`src/rtl/afisor_7seg_mux.sv`:
```
// Time-multiplexed common-anode 7-segment driver: shadow/display double buffer with
// frame-synchronous swap, guard slot per digit, optional hex glyphs and leading-zero blanking.
module afisor_7seg_mux #(
    parameter int unsigned DIGITS   = 4,
    parameter int unsigned SCAN_DIV = 50000,
    parameter bit          HEX_EN   = 1'b0,
    parameter bit          LZ_BLANK = 1'b1
) (
    input  logic                clk,
    input  logic                rst_n,
    input  logic                load,
    input  logic [4*DIGITS-1:0] value,
    input  logic [DIGITS-1:0]   dp,
    input  logic                enable,
    output logic [6:0]          seg_n,
    output logic                dp_n,
    output logic [DIGITS-1:0]   an_n,
    output logic                frame_done
);

    localparam int unsigned PW = (SCAN_DIV > 1) ? $clog2(SCAN_DIV) : 1;
    localparam int unsigned IW = (DIGITS > 1) ? $clog2(DIGITS) : 1;
    localparam int unsigned VW = 4 * DIGITS;
    localparam logic [PW-1:0] PMax   = PW'(SCAN_DIV - 1);
    localparam logic [IW-1:0] IdxMax = IW'(DIGITS - 1);

    logic [PW-1:0]     p_q, p_d;
    logic [IW-1:0]     idx_q, idx_d;
    logic [VW-1:0]     shadow_val_q, shadow_val_d;
    logic [DIGITS-1:0] shadow_dp_q, shadow_dp_d;
    logic [VW-1:0]     disp_val_q, disp_val_d;
    logic [DIGITS-1:0] disp_dp_q, disp_dp_d;
    logic [6:0]        seg_n_q, seg_n_d;
    logic              dp_n_q, dp_n_d;
    logic [DIGITS-1:0] an_n_q, an_n_d;
    logic              frame_done_q, frame_done_d;

    logic              p_last;
    logic              idx_last;
    logic              boundary;
    logic [3:0]        cur_nib;
    logic              cur_dp;
    logic              cur_blank;
    logic [DIGITS-1:0] an_sel;
    logic              lit;

    function automatic logic [6:0] seg_decode(input logic [3:0] nib);
        logic [6:0] s;
        case (nib)
            4'h0:    s = 7'b0000001;
            4'h1:    s = 7'b1001111;
            4'h2:    s = 7'b0010010;
            4'h3:    s = 7'b0000110;
            4'h4:    s = 7'b1001100;
            4'h5:    s = 7'b0100100;
            4'h6:    s = 7'b0100000;
            4'h7:    s = 7'b0001111;
            4'h8:    s = 7'b0000000;
            4'h9:    s = 7'b0000100;
            4'hA:    s = HEX_EN ? 7'b0001000 : 7'b1111111;
            4'hB:    s = HEX_EN ? 7'b1100000 : 7'b1111111;
            4'hC:    s = HEX_EN ? 7'b0110001 : 7'b1111111;
            4'hD:    s = HEX_EN ? 7'b1000010 : 7'b1111111;
            4'hE:    s = HEX_EN ? 7'b0110000 : 7'b1111111;
            default: s = HEX_EN ? 7'b0111000 : 7'b1111111;
        endcase
        return s;
    endfunction

    // Scan counters
    always_comb begin
        p_last   = (p_q == PMax);
        idx_last = (idx_q == IdxMax);
        boundary = p_last && idx_last;
        p_d      = p_last ? '0 : p_q + PW'(1);
        idx_d    = idx_q;
        if (p_last) begin
            idx_d = idx_last ? '0 : idx_q + IW'(1);
        end
    end

    // Double buffer; a load on the boundary cycle bypasses the shadow straight to display
    always_comb begin
        shadow_val_d = shadow_val_q;
        shadow_dp_d  = shadow_dp_q;
        disp_val_d   = disp_val_q;
        disp_dp_d    = disp_dp_q;
        if (load) begin
            shadow_val_d = value;
            shadow_dp_d  = dp;
        end
        if (boundary) begin
            disp_val_d = load ? value : shadow_val_q;
            disp_dp_d  = load ? dp    : shadow_dp_q;
        end
    end

    // Current digit select; upper_zero tracks "this nibble and all above are zero"
    always_comb begin
        logic upper_zero;
        upper_zero = 1'b1;
        cur_nib    = 4'h0;
        cur_dp     = 1'b0;
        cur_blank  = 1'b0;
        an_sel     = '0;
        for (int i = int'(DIGITS) - 1; i >= 0; i--) begin
            upper_zero = upper_zero && (disp_val_q[4*i +: 4] == 4'h0);
            if (idx_q == IW'(i)) begin
                cur_nib   = disp_val_q[4*i +: 4];
                cur_dp    = disp_dp_q[i];
                cur_blank = LZ_BLANK && (i != 0) && upper_zero;
                an_sel[i] = 1'b1;
            end
        end
    end

    // Registered pin drive; slot p=0 is the dark guard between digits
    always_comb begin
        lit          = enable && (p_q != '0);
        seg_n_d      = 7'h7F;
        dp_n_d       = 1'b1;
        an_n_d       = '1;
        frame_done_d = boundary;
        if (lit) begin
            an_n_d  = ~an_sel;
            dp_n_d  = ~cur_dp;
            seg_n_d = cur_blank ? 7'h7F : seg_decode(cur_nib);
        end
    end

    always_ff @(posedge clk or negedge rst_n) begin
        if (!rst_n) begin
            p_q          <= '0;
            idx_q        <= '0;
            shadow_val_q <= '0;
            shadow_dp_q  <= '0;
            disp_val_q   <= '0;
            disp_dp_q    <= '0;
            seg_n_q      <= 7'h7F;
            dp_n_q       <= 1'b1;
            an_n_q       <= '1;
            frame_done_q <= 1'b0;
        end else begin
            p_q          <= p_d;
            idx_q        <= idx_d;
            shadow_val_q <= shadow_val_d;
            shadow_dp_q  <= shadow_dp_d;
            disp_val_q   <= disp_val_d;
            disp_dp_q    <= disp_dp_d;
            seg_n_q      <= seg_n_d;
            dp_n_q       <= dp_n_d;
            an_n_q       <= an_n_d;
            frame_done_q <= frame_done_d;
        end
    end

    assign seg_n      = seg_n_q;
    assign dp_n       = dp_n_q;
    assign an_n       = an_n_q;
    assign frame_done = frame_done_q;

endmodule
```
`config.mk`:
```
export PLATFORM = sky130hd
export DESIGN_NAME = afisor_7seg_mux
export DESIGN_NICKNAME = d
export VERILOG_FILES = /design/src/rtl/afisor_7seg_mux.sv
export SDC_FILE = /design/constraint.sdc
export NUM_CORES = 1
export LEC_CHECK = 0
export ABC_AREA = 1
export CORE_MARGIN = 3
export CORE_UTILIZATION = 61
export DETAILED_ROUTE_END_ITERATION = 8
export PLACE_DENSITY = 0.85
export RECOVER_POWER = 25
export SLEW_MARGIN = 20
export SYNTH_ARGS = -nofsm -noshare
export SYNTH_HDL_FRONTEND = slang
export SYNTH_SLANG_ARGS = --single-unit
```
`constraint.sdc`:
```
create_clock -name clk -period 2.9 [get_ports clk]
set_clock_uncertainty 0.1 [all_clocks]
set_input_delay 0.58 -clock clk [delete_from_list [all_inputs] [get_ports clk]]
set_output_delay 0.58 -clock clk [all_outputs]
set_load 0.05 [all_outputs]
```
==> impl_metrics.csv <==
group,metric,value,unit
yosys,synthAdderAreaFrac,0.0396,
drt,drtAntennaViolNets,0,
yosys,syn-num-nets,460,
global_routing,grt_pass1_wl,11800,um
yosys,synth_top_family_by_area,"simple AND/OR/NAND/NOR gates",
placement,post-place-ws,0.601,ns
power_and_ir_drop,swShare,0.219,
global_routing,grt_max_degree,32,
finish,fill_cells,438,
yosys,syn_area,3480,sq um
die,die_area,6640,sq um
yosys,synth_xor_area_frac,0.0151,
cts,clk_path_buf_depth,2,
finish,drive_gt1_frac,0.128,
critical_path,cpPeakStageDelay,0.40,ns
timing,slew_headroom,-0.0660,
global_routing,grt_overflow_total,0,
timing,setup_slack,0.566,ns
hold_path,min_path_type,"reg2reg",
finish,area_growth,15.6,%
die,coreArea,5300,sq um
global_routing,antenna_found_initial,0,
cts,cts_resized,0,
power_and_ir_drop,p_per_area,449,nW/um^2
placement,portBuffers,36,
finish,fin_nets,499,
cts,clock_latency,0.33,ns
global_routing,grt_pass1_vias,2682,
critical_path,arrival,2.47,ns
cts,cts_root_buf,"clkbuf_8",
cts,htreeDepth,3,
finish,diodes,0,
yosys,yosysSeqAreaShare,0.515,
yosys,synth-simple-area-share,0.317,
yosys,netlist_instances,425,
finish,regArea,1790,sq um
critical_path,cp_cell_sequence,"inv_1 -> ha_1 -> inv_2 -> nor2_1 -> nor2_1 -> a21boi_1 -> inv_1 -> ha_1 -> inv_1 -> nand3_1 -> nand3_1 -> nand3_1",
timing,tns,0,ns
power_and_ir_drop,p_leak,1.97,nW
power_and_ir_drop,clock_power_share,0.372,
timing,holdWs,0.384,ns
outcome,status,"finished, violations left",
timing,finalHoldViolCount,0,
timing,worst_pin_slew,1.60,ns
critical_path,cp-end-kind,"flip-flop",
critical_path,required,3.03,ns
die,start_util,0.656,
timing,fin_crit_sh,0.805,
die,top_level_ports,37,
power_and_ir_drop,p_sw,0.000395,W
cts,cts_hold_buf,0,
drt,wl_per_cell,12.4,um
cts,cts_tree,"built",
die,rows,26,
power_and_ir_drop,ir_drop,369,uV
drt,dr.pass1.iters,4,
timing,timing.final.crit_period,2.33,ns
timing,rsz0062_at_grt,"false",
die,die_h,81.5,um
job,drv_cap,1,
finish,final_common_cell,"nand2_1",
placement,hpwl,4840,um
power_and_ir_drop,p_int,0.00141,W
placement,routabilityCongestion,0.899,
drt,wl,6650,um
power_and_ir_drop,p_seq_frac,0.569,
drt,avgViaCountPerCell,5.02,
critical_path,worstSetupStartpointType,"flip-flop",
outcome,failed_checks,"max-capacitance violations, max-slew violations",
drt,post-route-drc-count,0,
cts,cts_sinks,71,
global_routing,grt_usage,0.234,
finish,multi_input_area,1450,sq um
power_and_ir_drop,combPwrFrac,0.059,
yosys,yosys_register_bits,71,
timing,max_freq,0.428,GHz
yosys,synthDistinctLibCells,31,
timing,slew_viol_final,32,
yosys,yosys_warnings,0,
cts,cts_setup_buffers,0,
finish,final_cell_mix,"nand2_1, dfrtp_1, nor2_1",
yosys,synth_compound_area_frac,0.0450,
die,die_w,81.5,um
critical_path,crit_path_max_fanout,9,
timing,setup_viol,0,
cts,cts.clk_slew.worst_paths,0.07,ns
critical_path,cp_slowest_cell,"dfrtp_1",
drt,initialDrtViolationCount,116,
cts,numCtsBuffers,9,
drt,num_vias,2695,
yosys,muxShareOfSynthArea,0,
yosys,avgSynthCellArea,8.18,sq um
critical_path,critical_path_class,"reg2reg",
[worst paths after layout]
check | slack (ns) | startpoint | cells past startpoint | end
min in group asynchronous | 0.54 | rst_n | 1 | disp_val_q[14]
hold / removal | 0.38 | p_q[0] | 1 | p_q[0]
hold reg to reg | 0.38 | p_q[0] | 1 | p_q[0]
setup / recovery | 0.57 | idx_q[1] | 12 | seg_n[3]
max in group asynchronous | 0.82 | rst_n | 2 | frame_done
setup reg to reg | 0.57 | idx_q[1] | 12 | seg_n[3]
[cell families (layout without fill, tap and decap cells)]
kind of cell / after synthesis / count (layout)
fa+ha+maj: 11 / 11
simple gates: 260 / 260
xor+xnor: 6 / 6
flops: 71 / 71
buf+inv: 50 / 92
compound gates: 27 / 27
[state kept, by name (all words and copies together) (netlist names)]
register      cells
shadow_val_q     16
disp_dp_q         4
dp_n              1
an_n              4
disp_val_q       16
shadow_dp_q       4
p_q              16
seg_n             7
idx_q             2
frame_done        1
[cell usage after synthesis]
cell type / count / area [sq um]
nand2_2: 22 / 138
a21boi_2: 1 / 11.3
inv_1: 32 / 120
nand2_4: 2 / 22.5
o21ai_0: 6 / 30.0
nand3_1: 24 / 120
a21boi_1: 1 / 7.51
dfstp_2: 12 / 315
nor3_1: 5 / 25.0
o21ai_1: 3 / 15.0
o21ai_2: 1 / 8.76
and2_0: 1 / 6.26
buf_4: 1 / 7.51
a22oi_1: 1 / 7.51
dfrtp_1: 59 / 1480
xor2_1: 6 / 52.6
inv_2: 5 / 18.8
nand4_1: 1 / 6.26
ha_1: 11 / 138
nor2_4: 2 / 22.5
o21bai_1: 1 / 7.51
nand2_1: 158 / 593
buf_12: 2 / 40.0
clkbuf_1: 4 / 15.0
inv_4: 1 / 6.26
clkinv_4: 1 / 8.76
buf_2: 4 / 20.0
o211ai_1: 1 / 7.51
nor2_1: 45 / 169
a21oi_1: 11 / 55.1
a31oi_1: 1 / 6.26
[worst max-delay path: cells and delay by family (launching register included)]
| family | cells | cell delay [ns] |
|---|---|---|
| flops | 1 | 0.40 |
| simple gates | 5 | 0.43 |
| fa+ha+maj | 2 | 0.57 |
| compound gates | 1 | 0.36 |
| buf+inv | 4 | 0.38 |
[power by group through the flow]
stage | Sequential (W) | Clock, W | Combinational, W
3_3_place_gp | 0.00104 | 0 | 0.000107
6_report | 0.00103 | 0.000671 | 0.000107
4_1_cts | 0.00103 | 0.000682 | 0.000110
2_1_floorplan | 0.00105 | 0 | 0.0000409
3_5_place_dp | 0.00104 | 0 | 0.000110
5_1_grt | 0.00103 | 0.000737 | 0.000122
[metal layers]
| layer | global-route usage | vias to the layer above | wire length [um] |
|---|---|---|---|
| met5 | 0 | - | 0 |
| met4 | 0.110 | 0 | 90 |
| met3 | 0.0417 | 8 | 261 |
| met2 | 0.379 | 62 | 3150 |
| met1 | 0.306 | 1230 | 3150 |
| li1 | - | 1395 | - |
[area by class of cell]
type,count,share of cell area
clock buffer,13,0.0395
clock inverter,1,0.00125
inverter,39,0.0383
multi-input combinational,304,0.361
sequential,71,0.446
tap,70,0.0218
timing repair buffer,39,0.0928
[per-stage QoR]
| stage | total power (W) | cell area (sq um) | utilization | instances |
|---|---|---|---|---|
| finish | 0.00180 | 4020 | 0.758 | 537 |
| global route | 0.00189 | 4020 | 0.758 | 537 |
| CTS | 0.00182 | 4020 | 0.759 | 537 |
| detailed placement | 0.00115 | 3860 | 0.728 | 523 |
| global placement | 0.00115 | 3860 | 0.728 | 523 |
| floorplan | 0.00109 | 3480 | - | 425 |
Note: power is estimated with default switching activity, not from simulation.
